[src/rtl/qkv_requant_packer_if.sv]
// Bus bundle for qkv_requant_packer: start/status handshake plus the source (FP32, read-only)
// and destination (packed int8) single-port SRAM pins.
//   master : packer side (drives status and both SRAM control/address/data-out pins)
//   slave  : environment side (drives en/shift and the source read data)
interface qkv_requant_packer_if #(
  parameter int unsigned SRC_AW = 7,
  parameter int unsigned DST_AW = 5
) ();
  logic              en;
  logic [4:0]        shift;
  logic              busy;
  logic              finished;
  logic [127:0]      SRC_MEM_DOUT;
  logic              SRC_MEM_CEB;
  logic              SRC_MEM_WEN;
  logic [SRC_AW-1:0] SRC_MEM_ADDR;
  logic [127:0]      DST_MEM_DIN;
  logic              DST_MEM_CEB;
  logic              DST_MEM_WEN;
  logic [DST_AW-1:0] DST_MEM_ADDR;

  modport master (
    input  en, shift, SRC_MEM_DOUT,
    output busy, finished, SRC_MEM_CEB, SRC_MEM_WEN, SRC_MEM_ADDR,
           DST_MEM_DIN, DST_MEM_CEB, DST_MEM_WEN, DST_MEM_ADDR
  );

  modport slave (
    output en, shift, SRC_MEM_DOUT,
    input  busy, finished, SRC_MEM_CEB, SRC_MEM_WEN, SRC_MEM_ADDR,
           DST_MEM_DIN, DST_MEM_CEB, DST_MEM_WEN, DST_MEM_ADDR
  );
endinterface

[src/rtl/qkv_requant_packer.sv]
// Reads SRC_WORDS FP32x4 words from the projection output SRAM, scales each lane by 2^shift,
// rounds half away from zero, saturates to [-127,127] and packs four source words (16 bytes)
// into each destination SRAM word.
// Ports:
//   clk, rst : clock and synchronous active-high reset
//   bus_io   : en/shift start request, busy/finished status, source and destination SRAM pins
module qkv_requant_packer #(
  parameter int unsigned SRC_WORDS = 128,
  parameter int unsigned SRC_AW    = 7,
  parameter int unsigned DST_AW    = 5
) (
  input  logic                  clk,
  input  logic                  rst,
  qkv_requant_packer_if.master  bus_io
);

  localparam logic [SRC_AW-1:0] SrcLast = SRC_AW'(SRC_WORDS - 1);
  localparam logic [DST_AW-1:0] DstLast = DST_AW'(SRC_WORDS / 4 - 1);

  typedef enum logic [1:0] {StIdle, StRead, StDrain, StDone} state_e;

  state_e            state_q, state_d;
  logic [4:0]        shift_q, shift_d;
  logic              src_ceb_q, src_ceb_d;
  logic [SRC_AW-1:0] src_addr_q, src_addr_d;
  logic              rd_vld_q, rd_vld_d;   // SRC_MEM_DOUT holds the word read last cycle
  logic [SRC_AW-1:0] rd_idx_q, rd_idx_d;   // source index of that word
  logic [127:0]      pack_q, pack_d;
  logic              dst_ceb_q, dst_ceb_d; // also drives WEN: every access is a write
  logic [DST_AW-1:0] dst_addr_q, dst_addr_d;
  logic [127:0]      dst_din_q, dst_din_d;
  logic [31:0]       conv_word;

  // FP32 -> saturated int8 of value * 2^sh_exp.
  function automatic logic [7:0] to_int8(input logic [31:0] fp, input logic [4:0] sh_exp);
    logic              sgn;
    logic [7:0]        e;
    logic [22:0]       f;
    logic signed [9:0] e_unb;
    logic [4:0]        rs;
    logic [24:0]       sum;
    logic [24:0]       q;
    logic [7:0]        mag;
    sgn   = fp[31];
    e     = fp[30:23];
    f     = fp[22:0];
    e_unb = $signed({2'b00, e}) - 10'sd127 + 10'($signed(sh_exp));
    // Only meaningful for e_unb in -1..6, where the right shift is 17..24.
    rs    = 5'(10'sd23 - e_unb);
    sum   = {2'b01, f} + (25'd1 << (rs - 5'd1));
    q     = sum >> rs;
    if (e == 8'hFF)              mag = (f == '0) ? 8'd127 : 8'd0;
    else if (e == 8'h00)         mag = 8'd0;
    else if (e_unb >= 10'sd7)    mag = 8'd127;
    else if (e_unb <= -10'sd2)   mag = 8'd0;
    else if (q > 25'd127)        mag = 8'd127;
    else                         mag = q[7:0];
    return sgn ? (8'd0 - mag) : mag;
  endfunction

  always_comb begin
    conv_word = '0;
    for (int l = 0; l < 4; l++) begin
      conv_word[8*l +: 8] = to_int8(bus_io.SRC_MEM_DOUT[32*l +: 32], shift_q);
    end
  end

  always_comb begin
    state_d    = state_q;
    shift_d    = shift_q;
    src_ceb_d  = src_ceb_q;
    src_addr_d = src_addr_q;
    rd_vld_d   = ~src_ceb_q;
    rd_idx_d   = src_addr_q;
    pack_d     = pack_q;
    dst_ceb_d  = 1'b1;
    dst_addr_d = dst_addr_q;
    dst_din_d  = dst_din_q;

    if (rd_vld_q) begin
      pack_d[{rd_idx_q[1:0], 5'd0} +: 32] = conv_word;
      // Fourth slot landing: the packed word goes out next cycle.
      if (rd_idx_q[1:0] == 2'd3) begin
        dst_ceb_d  = 1'b0;
        dst_addr_d = DST_AW'(rd_idx_q >> 2);
        dst_din_d  = pack_d;
      end
    end

    unique case (state_q)
      StIdle: begin
        if (bus_io.en) begin
          state_d    = StRead;
          shift_d    = bus_io.shift;
          src_ceb_d  = 1'b0;
          src_addr_d = '0;
        end
      end
      StRead: begin
        if (src_addr_q == SrcLast) begin
          src_ceb_d = 1'b1;
          state_d   = StDrain;
        end else begin
          src_addr_d = src_addr_q + 1'b1;
        end
      end
      StDrain: begin
        if (!dst_ceb_q && (dst_addr_q == DstLast)) state_d = StDone;
      end
      StDone:  state_d = StIdle;
      default: state_d = StIdle;
    endcase
  end

  always_ff @(posedge clk) begin
    if (rst) begin
      state_q    <= StIdle;
      shift_q    <= '0;
      src_ceb_q  <= 1'b1;
      src_addr_q <= '0;
      rd_vld_q   <= 1'b0;
      rd_idx_q   <= '0;
      pack_q     <= '0;
      dst_ceb_q  <= 1'b1;
      dst_addr_q <= '0;
      dst_din_q  <= '0;
    end else begin
      state_q    <= state_d;
      shift_q    <= shift_d;
      src_ceb_q  <= src_ceb_d;
      src_addr_q <= src_addr_d;
      rd_vld_q   <= rd_vld_d;
      rd_idx_q   <= rd_idx_d;
      pack_q     <= pack_d;
      dst_ceb_q  <= dst_ceb_d;
      dst_addr_q <= dst_addr_d;
      dst_din_q  <= dst_din_d;
    end
  end

  assign bus_io.busy         = (state_q != StIdle);
  assign bus_io.finished     = (state_q == StDone);
  assign bus_io.SRC_MEM_CEB  = src_ceb_q;
  assign bus_io.SRC_MEM_WEN  = 1'b1;
  assign bus_io.SRC_MEM_ADDR = src_addr_q;
  assign bus_io.DST_MEM_DIN  = dst_din_q;
  assign bus_io.DST_MEM_CEB  = dst_ceb_q;
  assign bus_io.DST_MEM_WEN  = dst_ceb_q;
  assign bus_io.DST_MEM_ADDR = dst_addr_q;

endmodule

[src/flat_wrapper.sv]
// flat-port wrapper written by rule: the top's interface ports become plain ports
module qkv_requant_packer_flat 
#(
  parameter int unsigned SRC_WORDS = 128,
  parameter int unsigned SRC_AW    = 7,
  parameter int unsigned DST_AW    = 5
)
  (clk, rst, bus_io_en, bus_io_shift, bus_io_SRC_MEM_DOUT, bus_io_busy, bus_io_finished, bus_io_SRC_MEM_CEB, bus_io_SRC_MEM_WEN, bus_io_SRC_MEM_ADDR, bus_io_DST_MEM_DIN, bus_io_DST_MEM_CEB, bus_io_DST_MEM_WEN, bus_io_DST_MEM_ADDR);
  qkv_requant_packer_if #(.SRC_AW(SRC_AW), .DST_AW(DST_AW)) bus_io_i ();
  input  logic clk;
  input  logic rst;
  input wire logic [$bits(bus_io_i.en)-1:0] bus_io_en;
  input wire logic [$bits(bus_io_i.shift)-1:0] bus_io_shift;
  input wire logic [$bits(bus_io_i.SRC_MEM_DOUT)-1:0] bus_io_SRC_MEM_DOUT;
  output wire logic [$bits(bus_io_i.busy)-1:0] bus_io_busy;
  output wire logic [$bits(bus_io_i.finished)-1:0] bus_io_finished;
  output wire logic [$bits(bus_io_i.SRC_MEM_CEB)-1:0] bus_io_SRC_MEM_CEB;
  output wire logic [$bits(bus_io_i.SRC_MEM_WEN)-1:0] bus_io_SRC_MEM_WEN;
  output wire logic [$bits(bus_io_i.SRC_MEM_ADDR)-1:0] bus_io_SRC_MEM_ADDR;
  output wire logic [$bits(bus_io_i.DST_MEM_DIN)-1:0] bus_io_DST_MEM_DIN;
  output wire logic [$bits(bus_io_i.DST_MEM_CEB)-1:0] bus_io_DST_MEM_CEB;
  output wire logic [$bits(bus_io_i.DST_MEM_WEN)-1:0] bus_io_DST_MEM_WEN;
  output wire logic [$bits(bus_io_i.DST_MEM_ADDR)-1:0] bus_io_DST_MEM_ADDR;
  assign bus_io_i.en = bus_io_en;
  assign bus_io_i.shift = bus_io_shift;
  assign bus_io_i.SRC_MEM_DOUT = bus_io_SRC_MEM_DOUT;
  assign bus_io_busy = bus_io_i.busy;
  assign bus_io_finished = bus_io_i.finished;
  assign bus_io_SRC_MEM_CEB = bus_io_i.SRC_MEM_CEB;
  assign bus_io_SRC_MEM_WEN = bus_io_i.SRC_MEM_WEN;
  assign bus_io_SRC_MEM_ADDR = bus_io_i.SRC_MEM_ADDR;
  assign bus_io_DST_MEM_DIN = bus_io_i.DST_MEM_DIN;
  assign bus_io_DST_MEM_CEB = bus_io_i.DST_MEM_CEB;
  assign bus_io_DST_MEM_WEN = bus_io_i.DST_MEM_WEN;
  assign bus_io_DST_MEM_ADDR = bus_io_i.DST_MEM_ADDR;
  qkv_requant_packer #(.SRC_WORDS(SRC_WORDS), .SRC_AW(SRC_AW), .DST_AW(DST_AW)) u_core (.clk(clk), .rst(rst), .bus_io(bus_io_i));
endmodule
[config.mk]
export PLATFORM = sky130hd
export DESIGN_NAME = qkv_requant_packer_flat
export DESIGN_NICKNAME = d
export VERILOG_FILES = /design/src/rtl/qkv_requant_packer_if.sv /design/src/rtl/qkv_requant_packer.sv /design/src/flat_wrapper.sv
export SDC_FILE = /design/constraint.sdc
export NUM_CORES = 1
export LEC_CHECK = 0
export BUFFER_PORTS_ARGS = -buffer_cell sky130_fd_sc_hd__buf_2
export CAP_MARGIN = 30
export CORE_MARGIN = 8
export CORE_UTILIZATION = 30
export CTS_CLUSTER_DIAMETER = 60
export DETAILED_ROUTE_END_ITERATION = 10
export PLACE_DENSITY = 0.47
export RECOVER_POWER = 25
export SLEW_MARGIN = 20
export SYNTH_ARGS = -nofsm -noshare
export SYNTH_HDL_FRONTEND = slang
export SYNTH_SLANG_ARGS = --single-unit
[constraint.sdc]
create_clock -name clk -period 8.5 [get_ports clk]
set_input_delay 1.7 -clock clk [delete_from_list [all_inputs] [get_ports clk]]
set_output_delay 1.7 -clock clk [all_outputs]
set_load 0.005 [all_outputs]
After elaboration in Yosys (flattened, before gate mapping):

Cells that the tools add are included.

* $lt $le $gt $ge: 12
* reductions and logical operators: 19
* muxes and demuxes: 40
* multipliers: 0
* eq/ne operators: 14
* shift operators: 10
* $add $sub $neg: 26
* bitwise operators: 2
* div/mod/pow operators: 0

Operators by type and width (number)
* $mux 8: 24
* $bwmux 128: 1
* $shift 32x9->128 const A: 1
* $shiftx 32x9->128: 1
* $add 24x25->25: 4
* $gt 25x7->1 const B: 4
* $shl 1x5->25 const A: 4
* $shr 25x5->25: 4
* $logic_not 23->1: 4
* $mux 7: 6
* $add 9x5->10: 4
* $ge 10x4->1 const B: 4
* $le 10x2->1 const B: 4
* $sub 8x7->9 const B: 4
* $eq 8x8->1 const B: 4
* $logic_not 8->1: 4
* $sub 1x8->8 const A: 4
* $sub 5x1->5 const B: 4
* $sub 5x5->5 const A: 4
* $pmux 7 s2: 1
* $neg 7->9: 1
* $reduce_and 3->1: 3
* $pmux 2 s4: 1
* $add 7x1->7 const B: 1
* 16 further kinds: 27

* register bits: 285
* memory bits (writable): 0
* bits in latches: 0
* bits of input ports: 136
* memory bits (read-only): 0
* logic and storage cells: 133
* memories: 0

Logic depth before layout (Yosys ltp):

Gate-level depths: netlist of the first run.

* depth in word-level cells: 17
* mapped depth: 35
* depth with buffers taken out: 32

Least setup slack after synthesis of the first run:

OpenSTA, ideal clock, no wires.

* path type: input to register
* start point: input bus_io_SRC_MEM_DOUT[119]
* end point: register u_core.dst_din_q[126] (netlist: u_core.bus_io.DST_MEM_DIN[126])
* stages: 35
* path buffers: 4
* data required time: 8375 ps
* setup slack: -258 ps
* library setup time: 125 ps
* arrival time: 8633 ps
* cells stage by stage: inv_1 ha_1 ha_1 a21o_1 a21oi_1 xor2_1 inv_1 clkbuf_1 buf_1 ha_1 inv_1 nand2_1 clkbuf_1 nor2_1 ha_1 clkbuf_1 a21oi_1 o21ai_0 a21oi_1 nand2_1 a311oi_1 o22ai_1 a211oi_2 nand4_1 o311ai_2 nand4_1 o21ai_1 nand2_1 inv_2 ha_1 and3_1 o2111ai_1 a31o_2 a21oi_2 o21ai_1

* longest elaborated chain between the ends: 17
* elaborated cells on any way between the ends: 21

Ends and longest elaborated chain
* start: declaration: RTL line flat_wrapper.sv:14 `input wire logic [$bits(bus_io_i.SRC_MEM_DOUT)-1:0] bus_io_SRC_MEM_DOUT;`
* $sub 8x7->9: RTL line qkv_requant_packer.sv:47 `e_unb = $signed({2'b00, e}) - 10'sd127 + 10'($signed(sh_exp));`
* $add 9x5->10: RTL line qkv_requant_packer.sv:47
* $sub 5x5->5: RTL line qkv_requant_packer.sv:49 `rs = 5'(10'sd23 - e_unb);`
* $sub 5x1->5: RTL line qkv_requant_packer.sv:50 `sum = {2'b01, f} + (25'd1 << (rs - 5'd1));`
* $shl 1x5->25: RTL line qkv_requant_packer.sv:50
* $add 24x25->25: RTL line qkv_requant_packer.sv:50
* $shr 25x5->25: RTL line qkv_requant_packer.sv:51 `q = sum >> rs;`
* $gt 25x7->1: RTL line qkv_requant_packer.sv:56 `else if (q > 25'd127) mag = 8'd127;`
* $mux 8: RTL line qkv_requant_packer.sv:56
* $mux 8: RTL line qkv_requant_packer.sv:55 `else if (e_unb <= -10'sd2) mag = 8'd0;`
* $mux 8: RTL line qkv_requant_packer.sv:54 `else if (e_unb >= 10'sd7) mag = 8'd127;`
* $mux 8: RTL line qkv_requant_packer.sv:53 `else if (e == 8'h00) mag = 8'd0;`
* $mux 8 (*): RTL line qkv_requant_packer.sv:52 `if (e == 8'hFF) mag = (f == '0) ? 8'd127 : 8'd0;`
* $sub 1x8->8: RTL line qkv_requant_packer.sv:58 `return sgn ? (8'd0 - mag) : mag;`
* $mux 8 (*): RTL line qkv_requant_packer.sv:58
* $shiftx 32x9->128 (*): RTL line qkv_requant_packer.sv:81 `pack_d[{rd_idx_q[1:0], 5'd0} +: 32] = conv_word;`
* $bwmux 128 (*): RTL line qkv_requant_packer.sv:81
* end signal: assignment: RTL line qkv_requant_packer.sv:137 `dst_din_q <= dst_din_d;`
* end: declaration: RTL line qkv_requant_packer.sv:31 `logic [127:0] dst_din_q, dst_din_d;`

Every way passes the cells marked *; elsewhere a longest branch is shown, timed or not.
A chain may end at the register's enable or synchronous reset.

Worst setup path after layout of the first run:

Ends and elaborated chain as after synthesis.

==> metrics, run 1 <==
outcome=complete, but fails checks; violated checks=capacitance limit, slew limit; chip height=301 um; All-Layer GR Usage=22.0%; Core Area=0.0804 mm^2; Critical Path Start Type=primary input; required time worst endpoint=8.92 ns; syn avg cell area=7.39 um^2; Leak=13.8 nW; post-synthesis async set-or-reset flop share=0%; CTS buffer count=29; max incr delay on CP=0.47 ns; Worst Path Arrival=8.46 ns; first-pass GRT wire length=162 mm; CTS H-tree lvls=1; layout cells sized above 1=23.7%; Fmax=0.124 GHz; Syn Nets=3597; commonest non-fill, non-tap cells in the layout=buf_4, nor2_1, nand2_1; Min-Delay Path Class=reg2reg; post-synthesis sequential area ratio=20.8%; most common cell after layout, fill and taps aside=buf_4; max_slew headroom=-21.7%; Clock Skew=0.0151 ns; P&R area growth vs syn=29.7%; Synth Flop Type=dfxtp_1; flop2flop setup slack=1.31 ns; clock root buffer=clkbuf_16; Longest Clk Path Bufs=3; hpwl dp=85.5 mm; Worst path slowest cell=a2111oi_4; Filler cells=8581; CTS tree=built; Top Ports=282; Seq cells post-synth=253; clock tree sinks=253; initial core utilization=30.3%; WL/cell=21.0 um; minimum clock period=8.04 ns; Remaining DRCs=0; hold_buf cts=0; remaining antenna violation count=0; worst skew pair latency=0.56 ns; Setup crit end kind=flip-flop; critical path's most frequent cell=ha_1; vias in the first global route=27325; period utilization=94.6%; final setup fails=0; GPL Wtd Cong=0.926; die area=0.0906 mm^2; initial antenna violation count=16; hold slack final=0.434 ns; Post-Syn Instances=3299; synth unique cells=105; Final WS setup=0.461 ns; unrepaired setup endpoints after global routing=no; initial DRC count=2236; worst slew pin tran=1.83 ns; Max FO, Critical Path=7; Worst VDD drop=0.142 mV; fin. max-slew vios=30; largest net degree at the start of global routing=79; Die X=301 um; pwr dens=273 mW/mm^2; Final Hold Fails=0; DRT Pass-1 Iters=6; Routed WL=106 mm; number of synthesized flops with an enable pin=0; clock-pin transition on the worst setup and hold timing paths=0.06 ns; post-synthesis instance area=0.0244 mm^2; Via Count=28220; global route overflow=0; Final #Nets=4255; IO buf count=280; Crit Path Category=in2reg; drt via density=5.59; max_cap viols=1; Cell Rows=104; Yosys warnings=0; pre-CTS setup slack=-0.492 ns
## cell type report
type | instances | area (um^2) | share of cell area [%]
Timing Repair Buffer | 831 | 5510 | 17.4
Inverter | 92 | 345 | 1.09
Multi-Input combinational cell | 2750 | 18400 | 58.2
Tap cell | 1060 | 1330 | 4.20
Clock inverter | 11 | 134 | 0.423
Antenna cell | 10 | 25.0 | 0.0792
Sequential cell | 253 | 5060 | 16.0
Clock buffer | 40 | 817 | 2.58
## path summary, 6_finish.rpt
check                           cells past startpoint                      startpoint                                          end
worst max register to register                     27  u_core.shift_q[0]$_SDFFE_PP0P_  u_core.bus_io.DST_MEM_DIN[103]$_SDFFE_PP0P_
worst min-delay path                                2   u_core.rd_idx_q[6]$_SDFF_PP0_   u_core.bus_io.DST_MEM_ADDR[4]$_SDFFE_PP0P_
worst max-delay path                               31        bus_io_SRC_MEM_DOUT[119]  u_core.bus_io.DST_MEM_DIN[126]$_SDFFE_PP0P_
worst min register to register                      2   u_core.rd_idx_q[6]$_SDFF_PP0_   u_core.bus_io.DST_MEM_ADDR[4]$_SDFFE_PP0P_
## critical path, delay by kind of cell
family | cells | cell delay (ns)
AOI/OAI and AO/OA | 13 | 3.38
xor gates and xnor gates | 1 | 0.16
adders and majority gates | 5 | 1.31
buffers and inverters | 3 | 0.37
muxes | 1 | 0.30
and+or+nand+nor | 8 | 1.23
## synth_stat cells, drive strengths merged (36+ instances only)
cell type,count,share of area [%]
o21ai,194,4.0
mux2i,41,1.7
nand3,95,2.0
a22oi,39,1.2
a221oi,36,1.4
a211oi,77,2.5
xnor2,64,2.3
a21oi,212,4.4
clkbuf,173,2.7
nor2,370,5.7
dfxtp,253,21
nor3,114,2.4
a31oi,51,1.3
inv,89,1.4
nor4,54,1.4
xor2,47,1.7
ha,154,7.9
a21o,98,3.0
a22o,77,2.8
o21a,36,1.1
nand4,46,1.2
o211ai,49,1.6
nand2,355,5.5
## metal layers
metal	wire length [um]	track usage, %	vias to the layer above
met5	28	0	-
met4	1900	4.03	6
met3	6680	2.75	105
met2	47400	35.8	856
met1	49900	31.3	13373
li1	-	-	13880
## per-stage QoR
step / setup TNS, ns / instances / util, % / instance area [um^2] / total power, mW
floorplan: 0 / 3299 / - / 24400 / 4.64
global placement: -6.12 / 4982 / 38.0 / 30600 / 7.31
detailed placement: -8.07 / 4985 / 38.1 / 30600 / 7.29
CTS: 0 / 5036 / 39.2 / 31600 / 8.57
global route: 0 / 5041 / 39.3 / 31600 / 9.22
finish: 0 / 5047 / 39.3 / 31600 / 8.62
## flip-flops by register name (all words and copies together) (netlist names)
name / flops
u_core.bus_io.DST_MEM_ADDR: 5
u_core.bus_io.DST_MEM_CEB: 1
u_core.bus_io.DST_MEM_DIN: 128
u_core.bus_io.SRC_MEM_ADDR: 7
u_core.bus_io.SRC_MEM_CEB: 1
u_core.pack_q: 96
u_core.rd_idx_q: 7
u_core.rd_vld_q: 1
u_core.shift_q: 5
u_core.state_q: 2
## cell families (layout without fill, tap and decap cells)
family          count (synthesis)  in the layout  synth area share (%)
buf+inv                       296            974                  4.64
flops                         253            253                  20.8
compound gates               1175           1175                  34.5
simple gates                 1227           1227                  23.5
xor+xnor                      111            111                  3.99
fa+ha+maj                     162            162                  8.56
other cells                     1             11                0.0154
mux                            74             74                  3.95
## what timing repair did
item                                    CTS  global route
gates resized for setup                   0            19
endpoints found under the hold margin     0             0
endpoints found under the setup margin    0            33
setup buffers                             0             1
## report_power, final
group	switching [mW]	internal (mW)	leakage (nW)
combinational	3.51	2.60	11.3
sequential	0.0361	1.23	2.04
clock	0.513	0.735	0.468
total	4.06	4.56	13.8
(Power assumes the default switching activity.)
==> run 2, diff against run 1 <==
- CORE_UTILIZATION: 30 -> 45
- PLACE_DENSITY: 0.47 -> 0.66
==> run 2 against run 1 <==
Against the previous run:
- the run now ends clean
- non-clock buffer count fell by 188
- critical endpoint unchanged
- routed wire length fell by 12%
- maximum frequency fell by 0.42%
- flip-flop and latch count did not move
- sequential power barely moved
- global-route usage rose by 6.0 points
- highest routed layer unchanged
==> metrics, run 2 (synthesis gave the netlist of run 1 again) <==
Final Hold Fails=0; largest net degree at the start of global routing=69; DRT Pass-1 Iters=6; Cell Rows=85; worst skew pair latency=0.53 ns; die area=0.0619 mm^2; commonest non-fill, non-tap cells in the layout=nor2_1, buf_4, nand2_1; Worst VDD drop=0.137 mV; required time worst endpoint=8.89 ns; clock root buffer=clkbuf_16; sequential share of power=15.8%; Clock Skew=0.0127 ns; Min-Delay Path Class=reg2reg; worst hold start=u_core.rd_idx_q[2]$_SDFF_PP0_; Longest Clk Path Bufs=3; global route overflow=0; pwr dens=272 mW/mm^2; vias in the first global route=26123; remaining antenna violation count=0; Via Count=28066; Critical Path Start Type=primary input; Crit Path Category=in2reg; Overall Power=8.07 mW; switching power total=3.86 mW; GPL Wtd Cong=0.967; Hold Crit Depth=2; CTS H-tree lvls=1; Critical R2R Launch=u_core.shift_q[0]$_SDFFE_PP0P_; WL/cell=20.8 um; Max FO, Critical Path=7; IO buf count=280; layout cells sized above 1=19.9%; drt via density=6.27; Setup crit end kind=flip-flop; All-Layer GR Usage=28.1%; Leak=12.8 nW; Fmax=0.124 GHz; initial core utilization=45.4%; clock share of power=14.3%; most common cell after layout, fill and taps aside=nor2_1; period utilization=95.0%; Remaining DRCs=0; Inserted Diodes=0; worst slew pin tran=0.966 ns; outcome=completed; final setup fails=0; fin. max-slew vios=0; Top Ports=282; max_cap viols=0; flop2flop setup slack=1.20 ns; CTS tree=built; Worst path slowest cell=a2111o_1; FF-to-FF End=u_core.bus_io.DST_MEM_DIN[126]$_SDFFE_PP0P_; R2R cell count=31; Die X=249 um; clock tree sinks=253; max incr delay on CP=0.47 ns; clock-pin transition on the worst setup and hold timing paths=0.06 ns; hpwl dp=72.9 mm; setup TNS=0 ns; Routed WL=93.0 mm; Filler cells=5217; first-pass GRT wire length=146 mm; hold_buf cts=0; CTS buffer count=25; Core Area=0.0537 mm^2; Worst Path Arrival=8.47 ns; P&R area growth vs syn=21.6%; Comb pwr share=69.9%; chip height=249 um; max_slew headroom=35.3%; Switching Share=47.9%; number of flip-flops in the largest register=128; Cell Int Power=4.20 mW; initial DRC count=2869; Final #Nets=4063; WHS Endpoint=u_core.bus_io.DST_MEM_ADDR[0]$_SDFFE_PP0P_; minimum clock period=8.07 ns; initial antenna violation count=1
[run 2: cell types whose count changed in the layout (fill, tap and decap cells not counted), moves of 3 or more]
cell,delta
buf_4,-189
diode_2,-10
clkbuf_16,-4
xnor2_1,+3
xnor2_2,-3
[run 2: worst max path at each step]
stage | to | startpoint | slack, ns | cells past startpoint
5_1_grt | u_core.bus_io.DST_MEM_DIN[126]$_SDFFE_PP0P_ | bus_io_SRC_MEM_DOUT[120] | -0.02 | 34
3_3_place_gp | u_core.bus_io.DST_MEM_DIN[126]$_SDFFE_PP0P_ | bus_io_SRC_MEM_DOUT[119] | -0.06 | 35
3_5_place_dp | u_core.bus_io.DST_MEM_DIN[126]$_SDFFE_PP0P_ | bus_io_SRC_MEM_DOUT[119] | -0.18 | 35
2_1_floorplan | u_core.pack_q[30]$_SDFFE_PP0P_ | bus_io_SRC_MEM_DOUT[119] | 0.02 | 33
6_report | u_core.bus_io.DST_MEM_DIN[126]$_SDFFE_PP0P_ | bus_io_SRC_MEM_DOUT[120] | 0.43 | 33
4_1_cts | u_core.bus_io.DST_MEM_DIN[126]$_SDFFE_PP0P_ | bus_io_SRC_MEM_DOUT[119] | 0.35 | 35
[run 2: cell type report]
cell class / instances / area (um^2) / area share, %
inverters: 92 / 345 / 1.17
well taps: 696 / 871 / 2.94
flip-flops and latches: 253 / 5060 / 17.1
multi-input cells: 2750 / 18400 / 62.1
clock inverters: 12 / 173 / 0.583
repair buffers: 643 / 4100 / 13.8
clock buffers: 33 / 686 / 2.31
[run 2: repair_timing]
| item | 4_1_cts | 5_1_grt |
|---|---|---|
| gates resized for setup | 0 | 21 |
| setup endpoints to repair | 0 | 44 |
| buffers inserted | 0 | 1 |
[run 2: per-stage QoR]
stage	util [%]	area, um^2	worst slack, ns	cells	hold slack [ns]
2_1_floorplan	-	24400	0.0179	3299	0.417
3_3_place_gp	53.5	28700	-0.0646	4429	0.422
3_5_place_dp	53.5	28700	-0.176	4430	0.430
4_1_cts	55.1	29600	0.355	4475	0.440
5_1_grt	55.2	29600	-0.0209	4479	0.449
6_report	55.2	29600	0.427	4479	0.437
[run 2: power by group through the flow]
stage	Sequential [mW]	Clock [mW]	Combinational, mW
after floorplan	1.28	0	3.36
after global placement	1.30	0	5.44
after detailed placement	1.30	0	5.45
after CTS	1.27	1.17	5.48
after global routing	1.28	1.22	6.06
final	1.27	1.16	5.63
[run 2: layer usage]
| metal | up-vias | wire length, um | GRT usage [%] |
|---|---|---|---|
| li1 | 13485 | - | - |
| met1 | 13215 | 41600 | 39.0 |
| met2 | 1225 | 41700 | 45.6 |
| met3 | 139 | 7460 | 4.17 |
| met4 | 2 | 2250 | 6.31 |
| met5 | - | 13 | 0 |
[run 2: critical path, delay by kind of cell]
kind	cells	cell delay, ns
AO/OA/AOI/OAI	14	3.15
adder cells (fa/ha/maj)	5	1.50
AND/OR/NAND/NOR	7	1.10
buffers and inverters	6	0.71
multiplexers	1	0.30
